--- config.mk ---
export PLATFORM = sky130hd
export DESIGN_NAME = load_store_unit
export DESIGN_NICKNAME = d
export VERILOG_FILES = /design/src/rtl/lsu_pkg.sv /design/src/rtl/load_store_unit_load_align.sv /design/src/rtl/load_store_unit.sv
export SDC_FILE = /design/constraint.sdc
export NUM_CORES = 1
export LEC_CHECK = 0
export CORE_UTILIZATION = 55
export CTS_BUF_LIST = sky130_fd_sc_hd__clkbuf_4
export CTS_CLUSTER_DIAMETER = 120
export CTS_CLUSTER_SIZE = 8
export DETAILED_ROUTE_END_ITERATION = 7
export GPL_ROUTABILITY_DRIVEN = 0
export HOLD_SLACK_MARGIN = 0.06
export PLACE_DENSITY = 0.95
export SYNTH_ARGS = -nofsm -noshare
export SYNTH_HDL_FRONTEND = slang
export SYNTH_HIERARCHICAL = 1
export SYNTH_SLANG_ARGS = --single-unit
export TNS_END_PERCENT = 10
--- constraint.sdc ---
create_clock -name clk_i -period 5 [get_ports clk_i]
set_input_delay 1 -clock clk_i [delete_from_list [all_inputs] [get_ports clk_i]]
set_output_delay 1 -clock clk_i [all_outputs]
set_load 0.03 [all_outputs]
--- src/rtl/lsu_pkg.sv ---
// Shared types and helpers for the load/store unit.
package lsu_pkg;

   typedef enum logic [2:0] {
      IDLE,
      REQ,
      WAIT,
      DONE,
      ERR
   } lsu_state_e;

   typedef enum logic [1:0] {
      ERR_NONE     = 2'b00,
      ERR_MISALIGN = 2'b01,
      ERR_TIMEOUT  = 2'b10,
      ERR_BE       = 2'b11
   } lsu_err_e;

   localparam logic [3:0] BE_BYTE = 4'b0001;
   localparam logic [3:0] BE_HALF = 4'b0011;
   localparam logic [3:0] BE_WORD = 4'b1111;

   // Replicate store data so every lane carries the right bytes.
   function automatic logic [31:0] lsu_store_data(
      input logic [3:0]  be,
      input logic [31:0] d
   );
      logic [31:0] r;
      r = d;
      if (be == BE_BYTE) begin
         r = {4{d[7:0]}};
      end else if (be == BE_HALF) begin
         r = {2{d[15:0]}};
      end
      return r;
   endfunction

   function automatic lsu_err_e lsu_check(
      input logic [3:0] be,
      input logic [1:0] lane
   );
      lsu_err_e e;
      e = ERR_NONE;
      if ((be == BE_HALF && lane[0]) ||
          (be == BE_WORD && lane != 2'b00)) begin
         e = ERR_MISALIGN;
      end else if (be != BE_BYTE && be != BE_HALF &&
                   be != BE_WORD) begin
         e = ERR_BE;
      end
      return e;
   endfunction

endpackage

--- src/rtl/load_store_unit_load_align.sv ---
// Load lane select plus zero/sign extension.
module lsu_load_align
   import lsu_pkg::*;
(
   input  logic [31:0] rdata_i,
   input  logic [1:0]  lane_i,
   input  logic [3:0]  be_i,
   input  logic        sign_ext_i,
   output logic [31:0] data_o
);

   logic [7:0]  byte_v;
   logic [15:0] half_v;

   always_comb begin
      byte_v = rdata_i[{lane_i, 3'b000} +: 8];
      half_v = rdata_i[{lane_i[1], 4'b0000} +: 16];
      data_o = rdata_i;
      if (be_i == BE_BYTE) begin
         data_o = {{24{sign_ext_i & byte_v[7]}}, byte_v};
      end else if (be_i == BE_HALF) begin
         data_o = {{16{sign_ext_i & half_v[15]}}, half_v};
      end
   end

endmodule

--- src/rtl/load_store_unit.sv ---
// Memory-access stage: request register, access FSM, timeout
// counter and store/load lane alignment.
module load_store_unit
   import lsu_pkg::*;
#(
   parameter int unsigned TIMEOUT_CYCLES = 255
) (
   input  logic        clk_i,
   input  logic        rst_n_i,
   input  logic        req_valid_i,
   output logic        req_ready_o,
   input  logic        wr_en_i,
   input  logic [3:0]  byte_en_i,
   input  logic        sign_ext_i,
   input  logic [31:0] addr_i,
   input  logic [31:0] wr_data_i,
   input  logic [4:0]  rd_idx_i,
   output logic        mem_req_o,
   output logic        mem_we_o,
   output logic [31:0] mem_addr_o,
   output logic [3:0]  mem_be_o,
   output logic [31:0] mem_wdata_o,
   input  logic        mem_gnt_i,
   input  logic        mem_rvalid_i,
   input  logic [31:0] mem_rdata_i,
   output logic        done_o,
   output logic        rf_wr_en_o,
   output logic [4:0]  rf_rd_o,
   output logic [31:0] rf_data_o,
   output logic [1:0]  err_o
);

   localparam int unsigned CNT_W =
      (TIMEOUT_CYCLES > 1) ? $clog2(TIMEOUT_CYCLES) : 1;
   localparam logic [CNT_W-1:0] CNT_LAST =
      CNT_W'(TIMEOUT_CYCLES - 1);
   localparam bit TO_EN = (TIMEOUT_CYCLES != 0);

   lsu_state_e       state_q, state_d;
   lsu_err_e         err_q, err_d;
   lsu_err_e         chk_err;
   logic [29:0]      word_q, word_d;
   logic [1:0]       lane_q, lane_d;
   logic [3:0]       be_q, be_d;
   logic [31:0]      wdata_q, wdata_d;
   logic             sign_q, sign_d;
   logic [4:0]       rd_q, rd_d;
   logic             we_q, we_d;
   logic [CNT_W-1:0] cnt_q, cnt_d;
   logic [31:0]      data_q, data_d;
   logic [31:0]      ld_data;

   logic             ready_q, ready_d;
   logic             mreq_q, mreq_d;
   logic             mwe_q, mwe_d;
   logic [31:0]      maddr_q, maddr_d;
   logic [3:0]       mbe_q, mbe_d;
   logic [31:0]      mwdata_q, mwdata_d;
   logic             done_q, done_d;
   logic             rfwe_q, rfwe_d;
   logic [4:0]       rfrd_q, rfrd_d;
   logic [31:0]      rfdata_q, rfdata_d;
   lsu_err_e         errout_q, errout_d;

   lsu_load_align u_align (
      .rdata_i    (mem_rdata_i),
      .lane_i     (lane_q),
      .be_i       (be_q),
      .sign_ext_i (sign_q),
      .data_o     (ld_data)
   );

   assign chk_err = lsu_check(byte_en_i, addr_i[1:0]);

   always_comb begin
      state_d = state_q;
      err_d   = err_q;
      word_d  = word_q;
      lane_d  = lane_q;
      be_d    = be_q;
      wdata_d = wdata_q;
      sign_d  = sign_q;
      rd_d    = rd_q;
      we_d    = we_q;
      cnt_d   = cnt_q;
      data_d  = data_q;
      unique case (state_q)
         IDLE: begin
            if (req_valid_i) begin
               word_d  = addr_i[31:2];
               lane_d  = addr_i[1:0];
               be_d    = byte_en_i;
               wdata_d = lsu_store_data(byte_en_i, wr_data_i);
               sign_d  = sign_ext_i;
               rd_d    = rd_idx_i;
               we_d    = wr_en_i;
               err_d   = chk_err;
               state_d = (chk_err == ERR_NONE) ? REQ : ERR;
            end
         end
         REQ: begin
            if (mem_gnt_i) begin
               state_d = we_q ? DONE : WAIT;
               cnt_d   = '0;
            end
         end
         WAIT: begin
            if (mem_rvalid_i) begin
               data_d  = ld_data;
               state_d = DONE;
            end else if (TO_EN && cnt_q == CNT_LAST) begin
               err_d   = ERR_TIMEOUT;
               state_d = ERR;
            end else begin
               cnt_d = cnt_q + 1'b1;
            end
         end
         DONE: state_d = IDLE;
         ERR:  state_d = IDLE;
         default: state_d = IDLE;
      endcase
   end

   // Outputs are decoded from the next state so they leave a flop.
   always_comb begin
      ready_d  = (state_d == IDLE);
      mreq_d   = (state_d == REQ);
      mwe_d    = mreq_d & we_d;
      maddr_d  = mreq_d ? {word_d, 2'b00} : '0;
      mbe_d    = mreq_d ? (be_d << lane_d) : '0;
      mwdata_d = (mreq_d & we_d) ? wdata_d : '0;
      done_d   = (state_d == DONE) || (state_d == ERR);
      rfwe_d   = (state_d == DONE) & ~we_d;
      rfrd_d   = rfwe_d ? rd_d : '0;
      rfdata_d = rfwe_d ? data_d : '0;
      errout_d = (state_d == ERR) ? err_d : ERR_NONE;
   end

   always_ff @(posedge clk_i or negedge rst_n_i) begin
      if (!rst_n_i) begin
         state_q  <= IDLE;
         err_q    <= ERR_NONE;
         word_q   <= '0;
         lane_q   <= '0;
         be_q     <= '0;
         wdata_q  <= '0;
         sign_q   <= 1'b0;
         rd_q     <= '0;
         we_q     <= 1'b0;
         cnt_q    <= '0;
         data_q   <= '0;
         ready_q  <= 1'b1;
         mreq_q   <= 1'b0;
         mwe_q    <= 1'b0;
         maddr_q  <= '0;
         mbe_q    <= '0;
         mwdata_q <= '0;
         done_q   <= 1'b0;
         rfwe_q   <= 1'b0;
         rfrd_q   <= '0;
         rfdata_q <= '0;
         errout_q <= ERR_NONE;
      end else begin
         state_q  <= state_d;
         err_q    <= err_d;
         word_q   <= word_d;
         lane_q   <= lane_d;
         be_q     <= be_d;
         wdata_q  <= wdata_d;
         sign_q   <= sign_d;
         rd_q     <= rd_d;
         we_q     <= we_d;
         cnt_q    <= cnt_d;
         data_q   <= data_d;
         ready_q  <= ready_d;
         mreq_q   <= mreq_d;
         mwe_q    <= mwe_d;
         maddr_q  <= maddr_d;
         mbe_q    <= mbe_d;
         mwdata_q <= mwdata_d;
         done_q   <= done_d;
         rfwe_q   <= rfwe_d;
         rfrd_q   <= rfrd_d;
         rfdata_q <= rfdata_d;
         errout_q <= errout_d;
      end
   end

   assign req_ready_o = ready_q;
   assign mem_req_o   = mreq_q;
   assign mem_we_o    = mwe_q;
   assign mem_addr_o  = maddr_q;
   assign mem_be_o    = mbe_q;
   assign mem_wdata_o = mwdata_q;
   assign done_o      = done_q;
   assign rf_wr_en_o  = rfwe_q;
   assign rf_rd_o     = rfrd_q;
   assign rf_data_o   = rfdata_q;
   assign err_o       = errout_q;

endmodule

==> flow_summary.toml, run 1 <==
[synthesis]
synth_sequential_area_ratio_pct = 57.7
mappedNetlistArea_mm2 = 0.00989
synthDistinctLibCells = 63
yosys_most_used_dff = "dfrtp_1"
synth_seq_cells = 228
count_of_mapped_cells_out_of_synthesis = 901
synth_top_area_share_pct = 57.4
synth.area.top_cells = "dfrtp_1, nand2_1, nor3b_1, mux2_2, nor3_1"
yosys_warnings = 6
synth-edff-count = 0
synth-async-reset-ratio_pct = 100
avgSynthCellArea_um2 = 11.0
yosys.area.top_type = "dfrtp_1"

[clocking]
postCtsSetupBuffers = 0
max-clock-path-buffers = 3
clk_pin_slew_worst_paths_ns = 0.09
cts_root_buf = "clkbuf_4"
cts_resized = 0
clock_sink_count = 228
cts_tree = "built"
worst_skew_pair.late_latency_ns = 0.63
h_tree_level_count = 2
total_of_hold_buffers_inserted_after_clock_tree_synthesis = 0
cts_made_buffers = 34

[route]
drt-total-wl_um = 25300
detail-route-antenna-nets = 0
drt-wirelength-per-cell_um = 19.0
drc = 0
via_per_inst = 5.79
drtPass1Iterations = 6
detail_route.iter0.violations = 612
number_of_vias_in_the_routed_layout = 7718

[final_layout]
final_standard_cell_utilization_of_the_core_pct = 71.7
most_frequent_standard_cell_in_the_layout_excluding_fill_and_tap_cells = "nand2_1"
nets = 1212
most-common-layout-cells = "nand2_1, dfrtp_1, clkdlybuf4s50_1, nor3b_1, clkbuf_4"
synthToLayoutAreaGrowth_pct = 26.3
n_fill_cell = 1208
final_layout_size_suffix_gt1_share_pct = 12.7

[global_routing]
globalRoute.totalOverflow = 0
first_global_vias = 7744
grt_pass1_wl_um = 40100
grt_util_all_layers_pct = 28.1
grt_antenna_before_repair = 2
grt_start_max_net_pins = 106

[floorplanning]
start_util_pct = 56.8
fp-row-count = 48
coreArea_mm2 = 0.0174
die-height_um = 136
chipWidth_um = 136
dieArea_mm2 = 0.0185
ios = 224

[pwr]
p_sw_share_pct = 38.1
clock_power_share_pct = 16.9
ir_drop_uv = 330
cell_internal_pwr_mw = 3.83
leak_pwr_nw = 5.54
power_density_mw_per_mm2 = 495
p_sw_mw = 2.35
p_comb_share_pct = 39.8
share_seq_of_total_power_pct = 43.2

[timing]
maxSlewHeadroom_pct = 36.2
maximum_clock_frequency_ghz = 0.322
final_worst_path_period_share_pct = 62.1
totalNegativeSetupSlack_ns = 0
drv_slew = 0
tightestPinTransition_ns = 0.958
setup_violations = 0
skew_ns = 0.0454
count_of_endpoints_failing_hold_in_the_final_timing_report = 0
rsz_0062_raised_after_global_routing = "false"
period_needed_ns = 3.10
post-route-worst-setup-slack_ns = 1.90

[min_path]
hp-class = "in2async"

[run]
max_cap_violations = 0

[placement]
dp.final_hpwl_um = 16900
io_buffers = 221
place_ws_ns = 1.29

[worst_setup_path]
worst-endpoint-required_ns = 5.45
crit_path_max_fanout = 30
crit_path_end_kind = "flop"
regToRegSetupSlack_ns = 2.18
criticalPathCategory = "in2reg"
cp-start-kind = "input pin"
cp_data_arrival_time_ns = 3.55

[status]
outcome = "complete, no violations"
routing by layer:
layer / up-vias / global-route usage, % / share of wire [%]
li1: 3480 / - / -
met1: 3765 / 36.2 / 39
met2: 397 / 44.7 / 48
met3: 74 / 8.17 / 10
met4: 2 / 11.2 / 3.3
met5: - / 0 / 0.051
cell type report:
class,count,area [µm²],area share (%)
antenna,1,2.50,0.0200
clock buffer,43,323,2.58
clock inverter,1,30.0,0.240
inverter,8,30.0,0.240
multi-input combinational,591,3800,30.4
sequential,228,5710,45.7
tap,225,282,2.25
timing repair buffer,235,2320,18.6
flip-flops by register name, summed over array words and instances, names as in the netlist, 2 cells and up:
register / cells
mem_be_o: 4
be_q: 4
word_q: 30
mem_addr_o: 30
rf_rd_o: 5
data_q: 32
cnt_q: 8
rd_q: 5
mem_wdata_o: 32
state_q: 3
err_o: 2
rf_data_o: 32
wdata_q: 32
lane_q: 2
critical path, cell delays in order:
cell and delay, ns:
clkdlybuf4s50_1 0.81, a211o_1 0.21, o21ai_0 0.15, a32oi_4 0.78, buf_4 0.46, nor3_1 0.13
worst paths after layout:
| kind | startpoint | end | cells after the start |
|---|---|---|---|
| max reg2reg | state_q[2]$_DFF_PN0_ | mem_be_o[1]$_DFF_PN0_ | 6 |
| min reg2reg | wdata_q[6]$_DFF_PN0_ | wdata_q[6]$_DFF_PN0_ | 2 |
| max | byte_en_i[1] | rf_rd_o[0]$_DFF_PN0_ | 6 |
| min in group clk_i | wdata_q[6]$_DFF_PN0_ | wdata_q[6]$_DFF_PN0_ | 2 |
| max in group asynchronous | rst_n_i | mem_addr_o[22]$_DFF_PN0_ | 2 |
| min | rst_n_i | rf_data_o[12]$_DFF_PN0_ | 1 |
logic make-up after synthesis:
kind of cell               after synthesis  share of synthesized area (%)
adders and majority gates                2                          0.253
and+or+nand+nor                        449                           23.5
AOI/OAI and AO/OA                       72                           5.81
muxes                                   66                           8.25
other                                    1                         0.0379
buffers and inverters                   83                           4.48
DFF                                    228                           57.7
Yosys cell counts, drive strengths merged, types with 2 or more instances:
library cell	n
ha	2
nand2b	2
mux2	41
o21ai	14
or4b	3
a311o	7
a21oi	5
and2	8
or3	2
nand2	237
o211ai	5
nor4b	4
nand4	2
or3b	2
clkbuf	34
a41oi	8
nor4	3
nand3	35
mux4	8
a211oi	17
nor3	38
a31oi	8
nor2	29
and3	8
dfrtp	227
nand4b	2
buf	41
nor3b	64
mux2i	17
inv	8
or4	4
power groups by stage:
stage | Clock, mW | Sequential (mW) | Combinational (mW)
6_report | 1.05 | 2.67 | 2.46
3_5_place_dp | 0 | 2.71 | 2.45
5_1_grt | 1.16 | 2.74 | 2.67
2_1_floorplan | 0 | 2.83 | 1.55
3_3_place_gp | 0 | 2.68 | 2.36
4_1_cts | 1.07 | 2.67 | 2.46
through the flow:
stage / std cells / hold slack (ns) / instance area (µm²) / total power, mW
floorplan: 902 / 0.434 / 9900 / 4.38
global placement: 1287 / 0.445 / 12100 / 5.04
detailed placement: 1287 / 0.451 / 12100 / 5.15
CTS: 1331 / 0.437 / 12500 / 6.20
global route: 1332 / 0.455 / 12500 / 6.56
finish: 1332 / 0.421 / 12500 / 6.18
No activity file was read; power rests on OpenSTA's default activity.
==> run 2, diff against run 1 <==
- CORE_UTILIZATION: 55 -> 47
- PLACE_DENSITY: 0.95 -> 0.88
- clock period: 5 -> 2.8 ns (I/O delays scaled with it)
==> run 2 against run 1 <==
Net effect: non-clock buffer count up 26; first-iteration DRC count down 14%; worst setup slack worse by 1.6 ns; sequential share of layout area down 1.6 points; flip-flop and latch count unchanged; register-to-register slack worse by 1.9 ns; final cell count up 5.4%; clock skew up 0.0026 ns; count of clock-buffer cells in the layout down 2; largest cell class unchanged.
==> flow_summary.toml, run 2 (synthesis results as in run 1) <==
[pwr]
post-layout-total-power_mw = 11.4
ir_drop_uv = 588
leak_pwr_nw = 5.74
power_density_mw_per_mm2 = 880

[placement]
place_ws_ns = 0.154
io_buffers = 221
postPlaceCellArea_mm2 = 0.0125
placedCellCount = 1357
dp.final_hpwl_um = 17800

[floorplanning]
dieArea_mm2 = 0.0216
fp-row-count = 52
coreArea_mm2 = 0.0204
ios = 224
start_util_pct = 48.4
die-height_um = 147
chipWidth_um = 147

[status]
outcome = "complete, no violations"

[route]
via_per_inst = 5.47
detail-route-antenna-nets = 0
drt-total-wl_um = 25800
drtPass1Iterations = 5
drt-wirelength-per-cell_um = 18.4
detail_route.iter0.violations = 528
drc = 0
number_of_vias_in_the_routed_layout = 7683

[final_layout]
final_layout_size_suffix_gt1_share_pct = 14.7
most-common-layout-cells = "nand2_1, dfrtp_1, clkdlybuf4s50_1, nor3b_1, clkbuf_4"
most_frequent_standard_cell_in_the_layout_excluding_fill_and_tap_cells = "nand2_1"
final_cell_area_mm2 = 0.0129
synthToLayoutAreaGrowth_pct = 30.8
fin_cells = 1404
nets = 1238

[clocking]
cts_root_buf = "clkbuf_4"
max-clock-path-buffers = 3
cts_resized = 0
h_tree_level_count = 2
cts_made_buffers = 34
clk_pin_slew_worst_paths_ns = 0.09
clock_sink_count = 228
cts_tree = "built"
worst_skew_pair.late_latency_ns = 0.62

[worst_setup_path]
crit_path_max_fanout = 16
cp_num_buf_inv = 1
cp_data_arrival_time_ns = 2.96
critical-path-slowest-cell = "and4bb_1"
regToRegSetupSlack_ns = 0.32
cp_slowest_stage_delay_ns = 0.57
path_delay_family = "simple AND/OR/NAND/NOR gates"
crit_path_end_kind = "flop"
criticalPathCategory = "reg2reg"
cp_cell_sequence = "and4bb_1 > buf_4 > nand4_4 > nand3_1 > mux2_2 > nand2_1 > nor3_1"
worst-endpoint-required_ns = 3.27
cp-start-kind = "flop"

[timing]
totalNegativeSetupSlack_ns = 0
maxSlewHeadroom_pct = 60.1
skew_ns = 0.0479
rsz_0062_raised_after_global_routing = "false"
tightestPinTransition_ns = 0.598
final_worst_path_period_share_pct = 88.6
post-route-worst-setup-slack_ns = 0.318
setup_violations = 0
drv_slew = 0
period_needed_ns = 2.48
count_of_endpoints_failing_hold_in_the_final_timing_report = 0
maximum_clock_frequency_ghz = 0.403

[global_routing]
grt_start_max_net_pins = 63
grt_antenna_before_repair = 2
first_global_vias = 7957
globalRoute.totalOverflow = 0
grt_pass1_wl_um = 41400
grt_util_all_layers_pct = 24.1

[min_path]
hp-class = "reg2reg"

[run]
max_cap_violations = 0
==> run 2: power by group <==
group / internal, mW / switching [mW] / leakage (nW)
registers: 4.26 / 0.466 / 2.97
logic: 2.00 / 2.70 / 2.56
clock network: 0.862 / 1.09 / 0.217
total: 7.13 / 4.26 / 5.74
==> run 2: repair_timing <==
item                      4_1_cts  5_1_grt
hold buffers                    1        0
hold endpoints to repair       58        0
buffers inserted                0        0
==> run 2: cell type report <==
type	count	area, µm²
clock inverter	3	67.6
sequential	228	5710
timing repair buffer	261	2680
tap	270	338
inverter	8	30.0
multi-input combinational	591	3800
fill	1614	7490
clock buffer	41	308
antenna	2	5.00
==> run 2: worst min-delay path: cells and delay by family, from the launching register on <==
| family | cells | cell delay (ns) |
|---|---|---|
| flops | 1 | 0.33 |
| simple gates | 2 | 0.10 |
==> run 2: path summary, 6_finish.rpt <==
kind	start	to	cells past startpoint
setup / recovery	be_q[2]$_DFF_PN0_	rf_data_o[16]$_DFF_PN0_	7
hold / removal	word_q[8]$_DFF_PN0_	word_q[8]$_DFF_PN0_	2
setup reg to reg	be_q[2]$_DFF_PN0_	rf_data_o[16]$_DFF_PN0_	7
hold reg to reg	word_q[8]$_DFF_PN0_	word_q[8]$_DFF_PN0_	2
max in group asynchronous	rst_n_i	lane_q[1]$_DFF_PN0_	3
min in group asynchronous	rst_n_i	be_q[0]$_DFF_PN0_	2
==> run 2: per-layer routing <==
metal | up-vias | wire [µm] | share of wire, % | global-route usage, %
li1 | 3523 | - | - | -
met1 | 3746 | 10400 | 41 | 31.5
met2 | 350 | 12100 | 47 | 37.9
met3 | 64 | 2480 | 9.6 | 7.33
met4 | 0 | 763 | 3.0 | 9.12
met5 | - | 0 | 0 | 0
==> run 2: metrics by stage <==
step,hold slack [ns],util (%)
6_report,0.469,63.3
3_5_place_dp,0.451,61.4
5_1_grt,0.437,63.3
4_1_cts,0.433,63.3
2_1_floorplan,0.264,-
3_3_place_gp,0.446,61.4
==> run 3, diff against run 2 <==
- CORE_UTILIZATION: 47 -> 55
- PLACE_DENSITY: 0.88 -> 0.95
- TNS_END_PERCENT: 10 -> 50
- clock period: 2.8 -> 3.2 ns (I/O delays scaled with it)
==> run 3 against run 2 <==
Net effect: via count is 1.1% higher; total power is 14% lower; sequential share of layout area is 1.1 points higher; non-clock buffer count is 18 lower; flip-flop and latch count stayed put; clock power is 14% lower; critical path depth is 6 lower; first-iteration DRC count is 29% higher.
==> flow_summary.toml, run 3 (synthesis results as in run 1) <==
[timing]
final_worst_path_period_share_pct = 76.4
skew_ns = 0.0410
hold_slack_ns = 0.472
tightestPinTransition_ns = 0.916
setup_violations = 0
post-route-worst-setup-slack_ns = 0.754
maximum_clock_frequency_ghz = 0.409
period_needed_ns = 2.45
drv_slew = 0
totalNegativeSetupSlack_ns = 0
rsz_0062_raised_after_global_routing = "false"
count_of_endpoints_failing_hold_in_the_final_timing_report = 0
maxSlewHeadroom_pct = 38.9

[pwr]
p_comb_share_pct = 40.1
clock_power_share_pct = 17.3
leak_pwr_nw = 5.60
cell_internal_pwr_mw = 6.07
share_seq_of_total_power_pct = 42.7
p_sw_mw = 3.71
p_sw_share_pct = 38.0
power_density_mw_per_mm2 = 775
ir_drop_uv = 526

[floorplanning]
die-height_um = 136
start_util_pct = 56.8
coreArea_mm2 = 0.0174
ios = 224
dieArea_mm2 = 0.0185
fp-row-count = 48
chipWidth_um = 136

[final_layout]
fin_cells = 1339
most-common-layout-cells = "nand2_1, dfrtp_1, clkdlybuf4s50_1, nor3b_1, clkbuf_4"
most_frequent_standard_cell_in_the_layout_excluding_fill_and_tap_cells = "nand2_1"
final_standard_cell_utilization_of_the_core_pct = 72.4
nets = 1220
synthToLayoutAreaGrowth_pct = 27.5
n_fill_cell = 1168
final_layout_size_suffix_gt1_share_pct = 13.1

[global_routing]
grt_start_max_net_pins = 94
globalRoute.totalOverflow = 0
grt_util_all_layers_pct = 28.7
first_global_vias = 7912
grt_antenna_before_repair = 1
grt_pass1_wl_um = 40800

[route]
drt-wirelength-per-cell_um = 19.3
drt-total-wl_um = 25900
via_per_inst = 5.80
detail_route.iter0.violations = 679
number_of_vias_in_the_routed_layout = 7764
drtPass1Iterations = 5
detail-route-antenna-nets = 0
drc = 0

[worst_setup_path]
criticalPathCategory = "reg2out"
crit_path_max_fanout = 1
cp-start-kind = "flop"
cp_num_buf_inv = 1
worst-endpoint-required_ns = 2.56
cp_cell_sequence = "clkdlybuf4s50_1"
critical-path-slowest-cell = "clkdlybuf4s50_1"
cp_data_arrival_time_ns = 1.81
cp_slowest_stage_delay_ns = 0.67
path_delay_family = "buffers and inverters"
crit_path_end_kind = "output pin"

[clocking]
clk_pin_slew_worst_paths_ns = 0.09
cts_made_buffers = 34
worst_skew_pair.late_latency_ns = 0.63
cts_tree = "built"
clock_sink_count = 228
max-clock-path-buffers = 3
h_tree_level_count = 2
postCtsSetupBuffers = 0
cts_root_buf = "clkbuf_4"

[placement]
place_ws_ns = 0.402
dp.final_hpwl_um = 17300
placedCellCount = 1294
io_buffers = 221

[run]
max_cap_violations = 0

[min_path]
hp-class = "reg2reg"

[status]
outcome = "complete, no violations"
==> run 3: cell types whose count changed in the layout (fill, tap and decap cells not counted) <==
cell and change:
buf_12 -9, buf_4 -9, clkbuf_4 -1, clkinvlp_4 -1
==> run 3: per-layer routing <==
layer  global-route usage [%]  routed length [µm]  up-vias
li1                         -                   -     3500
met1                     35.9               10100     3817
met2                     46.2               12400      378
met3                     8.54                2480       69
met4                     13.0                 944        0
met5                        0                   0        -
==> run 3: power by group through the flow <==
stage	combinational [mW]	clock, mW	sequential (mW)
after detailed placement	3.89	0	4.22
final	3.92	1.69	4.17
after global routing	4.25	1.86	4.27
after CTS	3.91	1.74	4.17
after floorplan	2.42	0	4.42
after global placement	3.76	0	4.18
==> run 3: final cells by class <==
type / count / area (µm²) / share of cell area, %
repair buffers: 243 / 2430 / 19.3
flip-flops and latches: 228 / 5710 / 45.2
inverters: 8 / 30.0 / 0.238
clock buffers: 40 / 300 / 2.38
diodes: 2 / 5.00 / 0.0397
multi-input cells: 591 / 3800 / 30.1
clock inverters: 2 / 60.1 / 0.476
well taps: 225 / 282 / 2.23
==> run 3: what timing repair did <==
action                    4_1_cts  5_1_grt
hold endpoints to repair       33        0
hold buffers                    1        0
gates resized for setup         0        0
==> run 3: final timing paths <==
| kind | slack, ns | startpoint | cells past startpoint | end |
|---|---|---|---|---|
| worst max register to register | 0.79 | lane_q[1]$_DFF_PN0_ | 6 | rf_data_o[17]$_DFF_PN0_ |
| max in group asynchronous | 1.78 | rst_n_i | 3 | req_ready_o$_DFF_PN1_ |
| worst min-delay path | 0.47 | wdata_q[0]$_DFF_PN0_ | 2 | wdata_q[0]$_DFF_PN0_ |
| worst max-delay path | 0.75 | req_ready_o$_DFF_PN1_ | 1 | req_ready_o |
| worst min register to register | 0.47 | wdata_q[0]$_DFF_PN0_ | 2 | wdata_q[0]$_DFF_PN0_ |
| min in group asynchronous | 0.63 | rst_n_i | 2 | data_q[3]$_DFF_PN0_ |
==> run 3: stage by stage <==
stage / power [mW] / instance area (µm²)
after global routing: 10.4 / 12600
after detailed placement: 8.11 / 12200
after global placement: 7.93 / 12200
final: 9.78 / 12600
after CTS: 9.82 / 12600
after floorplan: 6.84 / 9900
